<file path="config.mk">
export PLATFORM = sky130hd
export DESIGN_NAME = approx_mult_pipe
export DESIGN_NICKNAME = d
export VERILOG_FILES = /design/src/rtl/approx_mult_pipe.sv
export SDC_FILE = /design/constraint.sdc
export NUM_CORES = 1
export LEC_CHECK = 0
export ABC_AREA = 0
export CORE_MARGIN = 2
export CORE_UTILIZATION = 56
export CTS_CLUSTER_DIAMETER = 150
export DETAILED_ROUTE_END_ITERATION = 7
export PLACE_DENSITY = 0.89
export SYNTH_ARGS = -nofsm -noshare
export SYNTH_HDL_FRONTEND = slang
export SYNTH_SLANG_ARGS = --single-unit
</file>
<file path="constraint.sdc">
create_clock -name clk -period 4.55 [get_ports clk]
set_input_delay 1.1375 -clock clk [delete_from_list [all_inputs] [get_ports clk]]
set_output_delay 1.1375 -clock clk [all_outputs]
set_load 0.005 [all_outputs]
</file>
<file path="src/rtl/approx_mult_pipe.sv">
// approx_mult_pipe -- three-stage pipelined approximate unsigned multiplier.
//
// Each product bit column c = i+j collects the partial products a[i]&b[j].
// In approximate mode, the low APPROX_COLS columns are replaced by the OR of
// their bits, and carries out of those columns are dropped. All higher
// columns are summed exactly. Exact mode returns the true product a*b.
//
// Ports:
//   clk, rst             clock; asynchronous active-high reset
//   in_valid/in_ready    operand handshake (in_a, in_b, in_mode)
//   in_mode              0 = exact, 1 = approximate
//   out_valid/out_ready  result handshake (out_p, out_hit)
//   out_hit              result differs from the exact product
//   hit_cnt              saturating count of transferred results with out_hit=1
//   cnt_clr              synchronous clear of hit_cnt (wins over increment)
module approx_mult_pipe #(
  parameter int WIDTH       = 6,
  parameter int APPROX_COLS = 4,
  parameter int CNT_W       = 16
) (
  input  logic               clk,
  input  logic               rst,
  input  logic               in_valid,
  output logic               in_ready,
  input  logic [WIDTH-1:0]   in_a,
  input  logic [WIDTH-1:0]   in_b,
  input  logic               in_mode,
  output logic               out_valid,
  input  logic               out_ready,
  output logic [2*WIDTH-1:0] out_p,
  output logic               out_hit,
  output logic [CNT_W-1:0]   hit_cnt,
  input  logic               cnt_clr
);

  localparam int P_W = 2 * WIDTH;
  // Columns that use approximate (OR) compression.
  localparam logic [P_W-1:0] LO_MASK = (P_W'(1) << APPROX_COLS) - P_W'(1);

  // 3:2 carry-save compressor on whole rows. Returns {carry, sum}.
  function automatic logic [2*P_W-1:0] csa(input logic [P_W-1:0] x,
                                           input logic [P_W-1:0] y,
                                           input logic [P_W-1:0] z);
    logic [P_W-1:0] s;
    logic [P_W-1:0] c;
    s = x ^ y ^ z;
    c = ((x & y) | (x & z) | (y & z)) << 1;
    return {c, s};
  endfunction

  function automatic logic [CNT_W-1:0] sat_inc(input logic [CNT_W-1:0] v);
    return (&v) ? v : v + CNT_W'(1);
  endfunction

  logic             vld_p1, vld_p2, vld_p3;
  logic             adv1, adv2, adv3;

  logic [WIDTH-1:0] a_p1, b_p1;
  logic             mode_p1;

  logic [P_W-1:0]   sum_p2, car_p2;
  logic             hit_p2;

  logic [P_W-1:0]   sum_c, car_c;
  logic             hit_c;

  // A stage may move forward when its successor is empty or moving too.
  assign adv3      = !vld_p3 | out_ready;
  assign adv2      = !vld_p2 | adv3;
  assign adv1      = !vld_p1 | adv2;
  assign in_ready  = adv1;
  assign out_valid = vld_p3;

  // ---- Stage 1: operand capture ----
  always_ff @(posedge clk or posedge rst) begin
    if (rst) vld_p1 <= 1'b0;
    else if (adv1) vld_p1 <= in_valid;
  end

  always_ff @(posedge clk) begin
    if (adv1 && in_valid) begin
      a_p1    <= in_a;
      b_p1    <= in_b;
      mode_p1 <= in_mode;
    end
  end

  // Partial-product reduction to two rows plus hit detection.
  always_comb begin
    logic [P_W-1:0]   row;
    logic [P_W-1:0]   seen;
    logic [P_W-1:0]   two;
    logic [P_W-1:0]   keep;
    logic [2*P_W-1:0] cs;
    seen  = '0;
    two   = '0;
    sum_c = '0;
    car_c = '0;
    hit_c = 1'b0;
    keep  = mode_p1 ? ~LO_MASK : '1;
    for (int i = 0; i < WIDTH; i++) begin
      row   = P_W'(a_p1 & {WIDTH{b_p1[i]}}) << i;
      // Bits of one row sit in distinct columns, so overlap with earlier
      // rows marks columns holding two or more set bits.
      two   = two | (seen & row);
      seen  = seen | row;
      cs    = csa(sum_c, car_c, row & keep);
      sum_c = cs[P_W-1:0];
      car_c = cs[2*P_W-1:P_W];
    end
    // The OR row only occupies the low columns, which are otherwise empty
    // in approximate mode, so no carry can arise from them.
    cs    = csa(sum_c, car_c, mode_p1 ? (seen & LO_MASK) : '0);
    sum_c = cs[P_W-1:0];
    car_c = cs[2*P_W-1:P_W];
    hit_c = mode_p1 & (|(two & LO_MASK));
  end

  // ---- Stage 2: reduced sum/carry rows ----
  always_ff @(posedge clk or posedge rst) begin
    if (rst) vld_p2 <= 1'b0;
    else if (adv2) vld_p2 <= vld_p1;
  end

  always_ff @(posedge clk) begin
    if (adv2 && vld_p1) begin
      sum_p2 <= sum_c;
      car_p2 <= car_c;
      hit_p2 <= hit_c;
    end
  end

  // ---- Stage 3: carry-propagate add into the output register ----
  always_ff @(posedge clk or posedge rst) begin
    if (rst) begin
      vld_p3  <= 1'b0;
      out_p   <= '0;
      out_hit <= 1'b0;
    end else if (adv3) begin
      vld_p3 <= vld_p2;
      if (vld_p2) begin
        out_p   <= sum_p2 + car_p2;
        out_hit <= hit_p2;
      end
    end
  end

  always_ff @(posedge clk or posedge rst) begin
    if (rst) hit_cnt <= '0;
    else if (cnt_clr) hit_cnt <= '0;
    else if (vld_p3 && out_ready && out_hit) hit_cnt <= sat_inc(hit_cnt);
  end

endmodule

</file>
==> Word-level counts from Yosys, hierarchy flattened <==
Index checks and enable logic that the tools add are counted.
{ "word_totals": {"output_inout_bits": 31, "register_bits": 69, "inputBits": 18} }
{ "classes": {"n_reduce_logical": 12, "n_eq_ne": 1, "bitwise_logic": 67, "mux": 5, "addsub": 2} }
{ "ops": {"columns": ["cell", "count"], "rows": [
  ["$and 11x11->11", 14],
  ["$xor 12x12->12", 10],
  ["$or 11x11->11", 10],
  ["$mux 16", 3],
  ["$and 6x6->6", 6],
  ["$or 4x4->4", 7],
  ["$and 11x4->11", 2],
  ["$add 16x1->16 const B", 1],
  ["$reduce_and 16->1", 1],
  ["$add 12x12->12", 1],
  ["$and 10x12->12", 1],
  ["$and 11x12->12", 1],
  ["$and 4x4->4", 3],
  ["$and 6x12->12", 1],
  ["$and 7x12->12", 1],
  ["$and 8x12->12", 1],
  ["$and 9x12->12", 1],
  ["$xor 12x4->12", 1],
  ["$and 4x1->4 const B", 2],
  ["$mux 4", 2],
  ["$or 4x1->4 const B", 2],
  ["$logic_and 1x1->1", 4],
  ["$reduce_and 2->1", 2],
  ["$reduce_or 4->1", 1],
  ["other kinds (5)", 9]
]} }

==> Longest topological paths before layout <==
Gate-level depths: netlist (run 1).
{ "depth": {"word_depth": 18, "depth_mapped": 12, "mapped_depth_nobuf": 11} }

==> Worst setup path after synthesis (run 1) <==
OpenSTA, ideal clock, no wires.
{ "synth_timing": {"path_kind": "register -> register", "start": "register b_p1[1]", "end": "register sum_p2[6] (data pin)", "n_path_buf": 1, "setup_ns": 0.261, "synth_period_minus_slack_ns": 3.509, "t_arrival_ns": 3.248, "stages_incl_launch_ff": 11, "slack_ns": 1.041, "cell_sequence": "edfxtp_1 -> clkbuf_1 -> and2_1 -> ha_1 -> inv_1 -> fa_1 -> fa_1 -> inv_1 -> fa_1 -> fa_1 -> ha_1"} }
{ "synth_via": {"elab_chain_len": 17, "word_cells_on_any_way": 34} }
{ "synth_rtl": {"columns": ["element", "line", "source"], "rows": [
  ["start, declared", "58", "logic [WIDTH-1:0] a_p1, b_p1;"],
  ["start signal, assigned", "83", "b_p1 <= in_b;"],
  ["$and 6x6->6 (*)", "102", "row = P_W'(a_p1 & {WIDTH{b_p1[i]}}) << i;"],
  ["$and 7x12->12 (*)", "107", "cs = csa(sum_c, car_c, row & keep);"],
  ["$xor 12x12->12 / $and 11x11->11 (equally long branches)", "46, 47", null],
  ["$and 11x11->11", "47", "c = ((x & y) | (x & z) | (y & z)) << 1;"],
  ["$or 11x11->11 (2 in series)", "47", null],
  ["$and 11x11->11", "47", null],
  ["$or 11x11->11 (2 in series)", "47", null],
  ["$and 11x11->11", "47", null],
  ["$or 11x11->11 (2 in series)", "47", null],
  ["$and 11x11->11", "47", null],
  ["$or 11x11->11 (2 in series)", "47", null],
  ["$xor 12x12->12 (*)", "46", "s = x ^ y ^ z;"],
  ["$xor 12x4->12 (*)", "46", null],
  ["named net sum_c[6]", "64", "logic [P_W-1:0] sum_c, car_c;"],
  ["end signal, assigned", "127", "sum_p2 <= sum_c;"],
  ["end, declared", "61", "logic [P_W-1:0] sum_p2, car_p2;"]
]} }
Mark *: on every way through the listed nets, which the timed path passes. The rest lies on a longest branch.
A chain may end at the register's enable or synchronous reset.

==> Worst setup path in the final report (run 1) <==
{ "layout_timing": {"start": "input port out_ready", "end": "output port in_ready"} }
{ "layout_via": {"elab_chain_len": 3} }
{ "layout_rtl": {"columns": ["element", "line", "source"], "rows": [
  ["start, declared", "29", "input logic out_ready,"],
  ["$or 1x1->1", "68", "assign adv3 = !vld_p3 | out_ready;"],
  ["$or 1x1->1", "69", "assign adv2 = !vld_p2 | adv3;"],
  ["$or 1x1->1", "70", "assign adv1 = !vld_p1 | adv2;"],
  ["end, declared", "24", "output logic in_ready,"]
]} }
Every way passes these cells.

==> flow_metrics.env, run 1 <==
export IMPL_status="complete, no violations"
export IMPL_layout_drive_gt1_share=0.0746
export IMPL_hold_violations=0
export IMPL_synth_distinct_cells=61
export IMPL_min_to="vld_p2"
export IMPL_portBuffers=48
export IMPL_post_drt_wl_per_cell_microns=14.5
export IMPL_maxSlewViolCount=0
export IMPL_drc=0
export IMPL_synth_enable_flop_cells=34
export IMPL_track_usage=0.216
export IMPL_synth_ff_latch_count=66
export IMPL_std_cell_rows=31
export IMPL_grt_pass1_vias=2917
export IMPL_nFillCells=549
export IMPL_syn2layout_area_growth_pct=18.0
export IMPL_wirelength_microns=7630
export IMPL_min_period_over_period=0.794
export IMPL_yosys_area_top_type="edfxtp_1"
export IMPL_path_buf_inv=2
export IMPL_crit_type="primary input to output pin"
export IMPL_finalNetCount=486
export IMPL_gp_congestion=0.907
export IMPL_antenna_cells=0
export IMPL_maxSlewHeadroom=0.265
export IMPL_cts_inserted_buffers=9
export IMPL_setup_slack_ns=0.936
export IMPL_post_route_util=0.671
export IMPL_path_max_fanout=4
export IMPL_viasPerCell=5.63
export IMPL_synthTopCellsByArea="edfxtp_1 (25%), dfrtp_1 (20%), fa_1 (10%), ha_1 (7.1%), nand2_1 (3.8%)"
export IMPL_grt_overflow_total=0
export IMPL_cp_data_arrival_time_ns=2.48
export IMPL_ff_latch_area_sq_mm=0.00182
export IMPL_async_reset_ff_frac=0.485
export IMPL_die_w_microns=89.2
export IMPL_cts_sinks=66
export IMPL_worst_clock_skew_ns=0.00869
export IMPL_hold_start="vld_p1"
export IMPL_place_inst=512
export IMPL_start_util=0.569
export IMPL_layout_commonest_cell="clkdlybuf4s50_1"
export IMPL_drtPass1Iterations=4
export IMPL_start_kind="primary input"
export IMPL_max_cap_viol_count=0
export IMPL_required_ns=3.41
export IMPL_crit_family="buffers and inverters"
export IMPL_die_area_sq_mm=0.00795
export IMPL_dp_hpwl_microns=5860
export IMPL_final_cell_mix="clkdlybuf4s50_1 (48), nand2_1 (41), inv_1 (37)"
export IMPL_cpPeakStageDelay_ns=0.48
export IMPL_vias=2970
export IMPL_post_cts_resized=0
export IMPL_pre_cts_ws_ns=0.959
export IMPL_final_cell_area_sq_mm=0.00479
export IMPL_multi_input_area_sq_mm=0.00205
export IMPL_hold_class="flop to flop"
export IMPL_clockRootBuffer="clkbuf_8"
export IMPL_ir_drop_v=0.000173
export IMPL_synth_warnings=0
export IMPL_crit_top_cell="clkdlybuf4s50_1"
export IMPL_cts_tree="built"
export IMPL_synth_top_area_share=0.251
export IMPL_clk_pin_slew_ns=0.06
export IMPL_p_per_area_mw_per_mm2=366
export IMPL_grt_pass1_wl_microns=13100
export IMPL_rr_endpoint="sum_p2[6]"
export IMPL_cts_setup_buffers=0
export IMPL_clk_latency_ns=0.34
export IMPL_hold_buffers=0
export IMPL_r2r_start="b_p1[1]"
export IMPL_core_area_sq_mm=0.00714
export IMPL_ff2ff_setup_slack_ns=0.95
export IMPL_rsz0062_at_grt="false"
export IMPL_setup_viol=0
export IMPL_fin_setup_tns_ns=0
export IMPL_grt_max_degree=33
export IMPL_syn_cell_area_sq_mm=0.00406
export IMPL_fin_cells=528
export IMPL_dieHeight_microns=89.2
export IMPL_io_pins=49
export IMPL_min_period_ns=3.61
export IMPL_clock_path_buffers=2
export IMPL_fmax_mhz=277
export IMPL_seq_area_frac_synth=0.449
export IMPL_hold_depth=1
export IMPL_cp_cell_sequence="clkdlybuf4s50_1, nor2b_1, nand3_1, clkdlybuf4s50_1"
export IMPL_syn_num_nets=438
export IMPL_worst_pin_slew_ns=1.10
export IMPL_antenna_left=0
export IMPL_syn_area_per_cell_sq_um=10.8
export IMPL_leakagePower_nw=1.98
export IMPL_worst_setup_path_end_kind="output pin"
export IMPL_dpl_cell_area_sq_mm=0.00463
export IMPL_r2r_worst_path_cells=9
export IMPL_cts_htree_levels=3
export IMPL_drt_iter0_markers=162
export IMPL_synthCells=376
export IMPL_critPathSlowestCell="clkdlybuf4s50_1"
export IMPL_antenna_found_initial=0
export IMPL_synth_flop_cell="edfxtp_1"
[synth_stat cells, types with 2 or more instances]
library cell,n
nand2_1,41
inv_1,37
edfxtp_1,34
dfrtp_1,32
ha_1,23
and2_1,21
fa_1,21
nor2_1,16
o21ai_0,14
a21oi_1,13
nand3_1,13
clkbuf_1,11
or4_1,8
nor2b_1,7
a21boi_0,4
mux2_2,4
nor4_1,4
o31ai_1,4
or3_1,4
a211oi_1,3
a22oi_1,3
a31oi_1,3
and3_1,3
nand2b_1,3
nand4_1,3
nand4_2,3
a21o_1,2
a311oi_1,2
mux2i_1,2
nor3_1,2
o211ai_1,2
o311a_1,2
or2_2,2
xnor2_1,2
xor2_1,2
[metrics by stage]
stage               power (W)  hold slack, ns
floorplan             0.00113           0.444
global placement      0.00131           0.461
detailed placement    0.00134           0.468
CTS                   0.00177           0.488
global route          0.00187           0.501
finish                0.00175           0.484
[area by class of cell]
cell class | instances | share of cell area
clock inverters | 3 | 0.00313
repair buffers | 50 | 0.103
flip-flops and latches | 66 | 0.380
multi-input cells | 260 | 0.427
well taps | 99 | 0.0259
clock buffers | 13 | 0.0311
inverters | 37 | 0.0290
[registers in the layout, indices dropped and copies added (netlist names)]
signal	count
a_p1	6
b_p1	6
car_p2	9
hit_cnt	16
hit_p2	1
mode_p1	1
out_hit	1
out_p	12
out_valid	1
sum_p2	11
vld_p1	1
vld_p2	1
[metal layers]
metal  wire length [microns]  track usage  up-vias  part of all wire
met3                     372       0.0388       11             0.049
li1                        -            -     1427                 -
met2                    3970        0.387       88              0.52
met1                    3170        0.259     1444              0.42
met4                     119       0.0814        0             0.016
met5                       0            0        -                 0
[worst reg2reg max path, delay by kind of cell, from the launching register on]
family	cells	cell delay [ns]
buf+inv	2	0.11
flops	1	0.52
simple gates	1	0.20
fa+ha+maj	6	2.53
[power breakdown]
group	leakage (nW)	internal [W]	switching, W	total (W)
clock network	0.0872	0.000211	0.000214	0.000424
registers	0.745	0.000748	0.0000701	0.000818
logic	1.15	0.000261	0.000249	0.000511
[cell families (layout without fill, tap and decap cells)]
group                      count (synthesis)  after routing  synth area share
DFF                                       66             66             0.449
adders and majority gates                 44             44             0.174
buffers and inverters                     50            103            0.0484
and+or+nand+nor                          142            142             0.196
AOI/OAI and AO/OA                         62             62             0.102
muxes                                      8              8            0.0225
xor gates and xnor gates                   4              4           0.00863
[worst max path at each step]
stage                     startpoint        end  slack (ns)  cells past startpoint
after floorplan              b_p1[1]  sum_p2[6]        1.04                     10
after global placement     out_ready   in_ready        0.97                      4
after detailed placement     b_p1[1]  sum_p2[6]        0.96                      9
after CTS                    b_p1[1]  sum_p2[6]        0.94                      9
after global routing         b_p1[1]  sum_p2[6]        0.80                      9
final                      out_ready   in_ready        0.94                      4
Note: power is estimated with default switching activity, not from simulation.
==> run 2: changes to the inputs <==
CORE_UTILIZATION = 51   (was 56)
PLACE_DENSITY = 0.86   (was 0.89)
clock period = 3.03 ns   (was 4.55 ns; I/O delays follow)
==> flow_metrics.env, run 2 (synthesis results as in run 1) <==
export IMPL_cp_data_arrival_time_ns=3.43
export IMPL_multi_input_area_sq_mm=0.00220
export IMPL_worstSetupStartpoint="b_p1[0]"
export IMPL_cts_htree_levels=3
export IMPL_drt_iter0_markers=271
export IMPL_highest_layer="met4"
export IMPL_leakagePower_nw=2.09
export IMPL_drc=0
export IMPL_layout_commonest_cell="clkdlybuf4s50_1"
export IMPL_cts_tree="built"
export IMPL_die_w_microns=93.2
export IMPL_die_area_sq_mm=0.00869
export IMPL_r2r_worst_path_cells=9
export IMPL_gp_congestion=0.941
export IMPL_crit_type="flop to flop"
export IMPL_p_int_w=0.00203
export IMPL_worst_pin_slew_ns=1.09
export IMPL_wirelength_microns=8690
export IMPL_drtPass1Iterations=5
export IMPL_clk_pin_slew_ns=0.07
export IMPL_status="finished, violations left"
export IMPL_hold_depth=1
export IMPL_ff_latch_area_sq_mm=0.00182
export IMPL_clk_latency_ns=0.35
export IMPL_setup_slack_ns=-0.302
export IMPL_dp_hpwl_microns=6090
export IMPL_crit_top_cell="fa_2"
export IMPL_required_ns=3.13
export IMPL_start_util=0.526
export IMPL_fin_setup_tns_ns=-0.997
export IMPL_pre_cts_ws_ns=-0.367
export IMPL_p_seq_frac=0.423
export IMPL_min_period_over_period=1.10
export IMPL_ff2ff_setup_slack_ns=-0.30
export IMPL_setup_viol=6
export IMPL_post_route_util=0.668
export IMPL_hold_start="vld_p1"
export IMPL_path_buf_inv=2
export IMPL_clock_path_buffers=2
export IMPL_critPathSlowestCell="fa_2"
export IMPL_hold_class="flop to flop"
export IMPL_met2_length_microns=4540
export IMPL_finalNetCount=507
export IMPL_start_kind="flop"
export IMPL_cpPeakStageDelay_ns=0.55
export IMPL_top_register="hit_cnt"
export IMPL_rsz0062_at_grt="true"
export IMPL_fin_cells=552
export IMPL_combPwrFrac=0.309
export IMPL_dieHeight_microns=93.2
export IMPL_antenna_found_initial=0
export IMPL_grt_pass1_wl_microns=14300
export IMPL_worst_clock_skew_ns=0.0110
export IMPL_place_inst=528
export IMPL_antenna_left=0
export IMPL_antenna_cells=0
export IMPL_syn2layout_area_growth_pct=27.1
export IMPL_max_cap_viol_count=0
export IMPL_worst_setup_path_end_kind="flop"
export IMPL_path_max_fanout=4
export IMPL_std_cell_rows=32
export IMPL_track_usage=0.211
export IMPL_rr_endpoint="sum_p2[6]"
export IMPL_cts_sinks=66
export IMPL_p_per_area_mw_per_mm2=562
export IMPL_grt_overflow_total=0
export IMPL_grt_max_degree=33
export IMPL_crit_family="adder cells"
export IMPL_largest_reg_flops=16
export IMPL_p_sw_frac=0.300
export IMPL_cts_inserted_buffers=9
export IMPL_r2r_start="b_p1[0]"
export IMPL_cp_cell_sequence="and2_4, ha_4, inv_2, fa_2, fa_2, inv_2, fa_2, fa_2, ha_4"
export IMPL_final_cell_mix="clkdlybuf4s50_1 (48), nand2_1 (40), edfxtp_1 (34)"
export IMPL_p_switching_w=0.000869
export IMPL_min_period_ns=3.33
export IMPL_reg_top3="hit_cnt (16), out_p (12), sum_p2 (11)"
export IMPL_io_pins=49
export IMPL_post_drt_wl_per_cell_microns=15.7
export IMPL_cp_endpoint="sum_p2[6]"
export IMPL_layout_drive_gt1_share=0.213
export IMPL_clockRootBuffer="clkbuf_8"
export IMPL_grt_pass1_vias=3131
export IMPL_nFillCells=552
export IMPL_violations="setup timing"
export IMPL_ir_drop_v=0.000331
export IMPL_clock_power_share=0.268
export IMPL_core_area_sq_mm=0.00773
export IMPL_wl_met1_microns=3480
export IMPL_maxSlewViolCount=0
export IMPL_maxSlewHeadroom=0.269
export IMPL_portBuffers=48
export IMPL_hold_violations=0
export IMPL_vias=3139
export IMPL_wl_met3_microns=446
export IMPL_whs_ns=0.469
export IMPL_crit_cells=9
export IMPL_fmax_mhz=300
export IMPL_viasPerCell=5.69
run 2: changes by cell type in the layout (fill, tap and decap cells not counted), moves of 4 or more:
cell | before | now
buf_4 | 2 | 21
fa_1 | 21 | 4
fa_2 | 0 | 17
inv_1 | 37 | 26
inv_2 | 0 | 11
ha_1 | 23 | 16
ha_4 | 0 | 7
and2_1 | 21 | 17
and2_4 | 0 | 4
run 2: worst min-delay path by stage:
stage	to	slack, ns
final	vld_p2	0.47
after global routing	vld_p2	0.49
after CTS	vld_p2	0.47
after floorplan	vld_p2	0.44
after global placement	vld_p2	0.45
after detailed placement	vld_p2	0.46
run 2: area by class of cell:
class / instances / area share
multi-input cells: 260 / 0.426
well taps: 102 / 0.0247
clock buffers: 16 / 0.0412
inverters: 37 / 0.0269
flip-flops and latches: 66 / 0.353
repair buffers: 71 / 0.128
run 2: power groups by stage:
stage	registers (W)	clock network (W)	logic [W]
after CTS	0.00122	0.000781	0.000882
final	0.00123	0.000777	0.000897
after global routing	0.00124	0.000816	0.00101
after detailed placement	0.00124	0	0.000811
after floorplan	0.00121	0	0.000489
after global placement	0.00124	0	0.000759
run 2: metal layers:
layer | vias to the layer above | track usage
met4 | 0 | 0.112
met2 | 125 | 0.376
met5 | - | 0
met3 | 20 | 0.0355
met1 | 1525 | 0.243
li1 | 1469 | -
run 2: stage by stage:
stage | instance area (sq um) | total power [W]
floorplan | 4140 | 0.00170
global placement | 4790 | 0.00200
detailed placement | 4790 | 0.00206
CTS | 5100 | 0.00289
global route | 5160 | 0.00306
finish | 5160 | 0.00290
run 2: timing repair:
action                                  CTS  global route
setup buffers                             6             2
pin swaps                                11            10
endpoints found under the setup margin   10             9
hold buffers                              0             0
resized for setup                        15            13
run 2: worst reg2reg max path, stage by stage, from the launching register on:
cell and delay [ns]:
edfxtp_1 0.47, and2_4 0.19, ha_4 0.26, inv_2 0.03, fa_2 0.34, fa_2 0.55, inv_2 0.04, fa_2 0.53
fa_2 0.46, ha_4 0.22
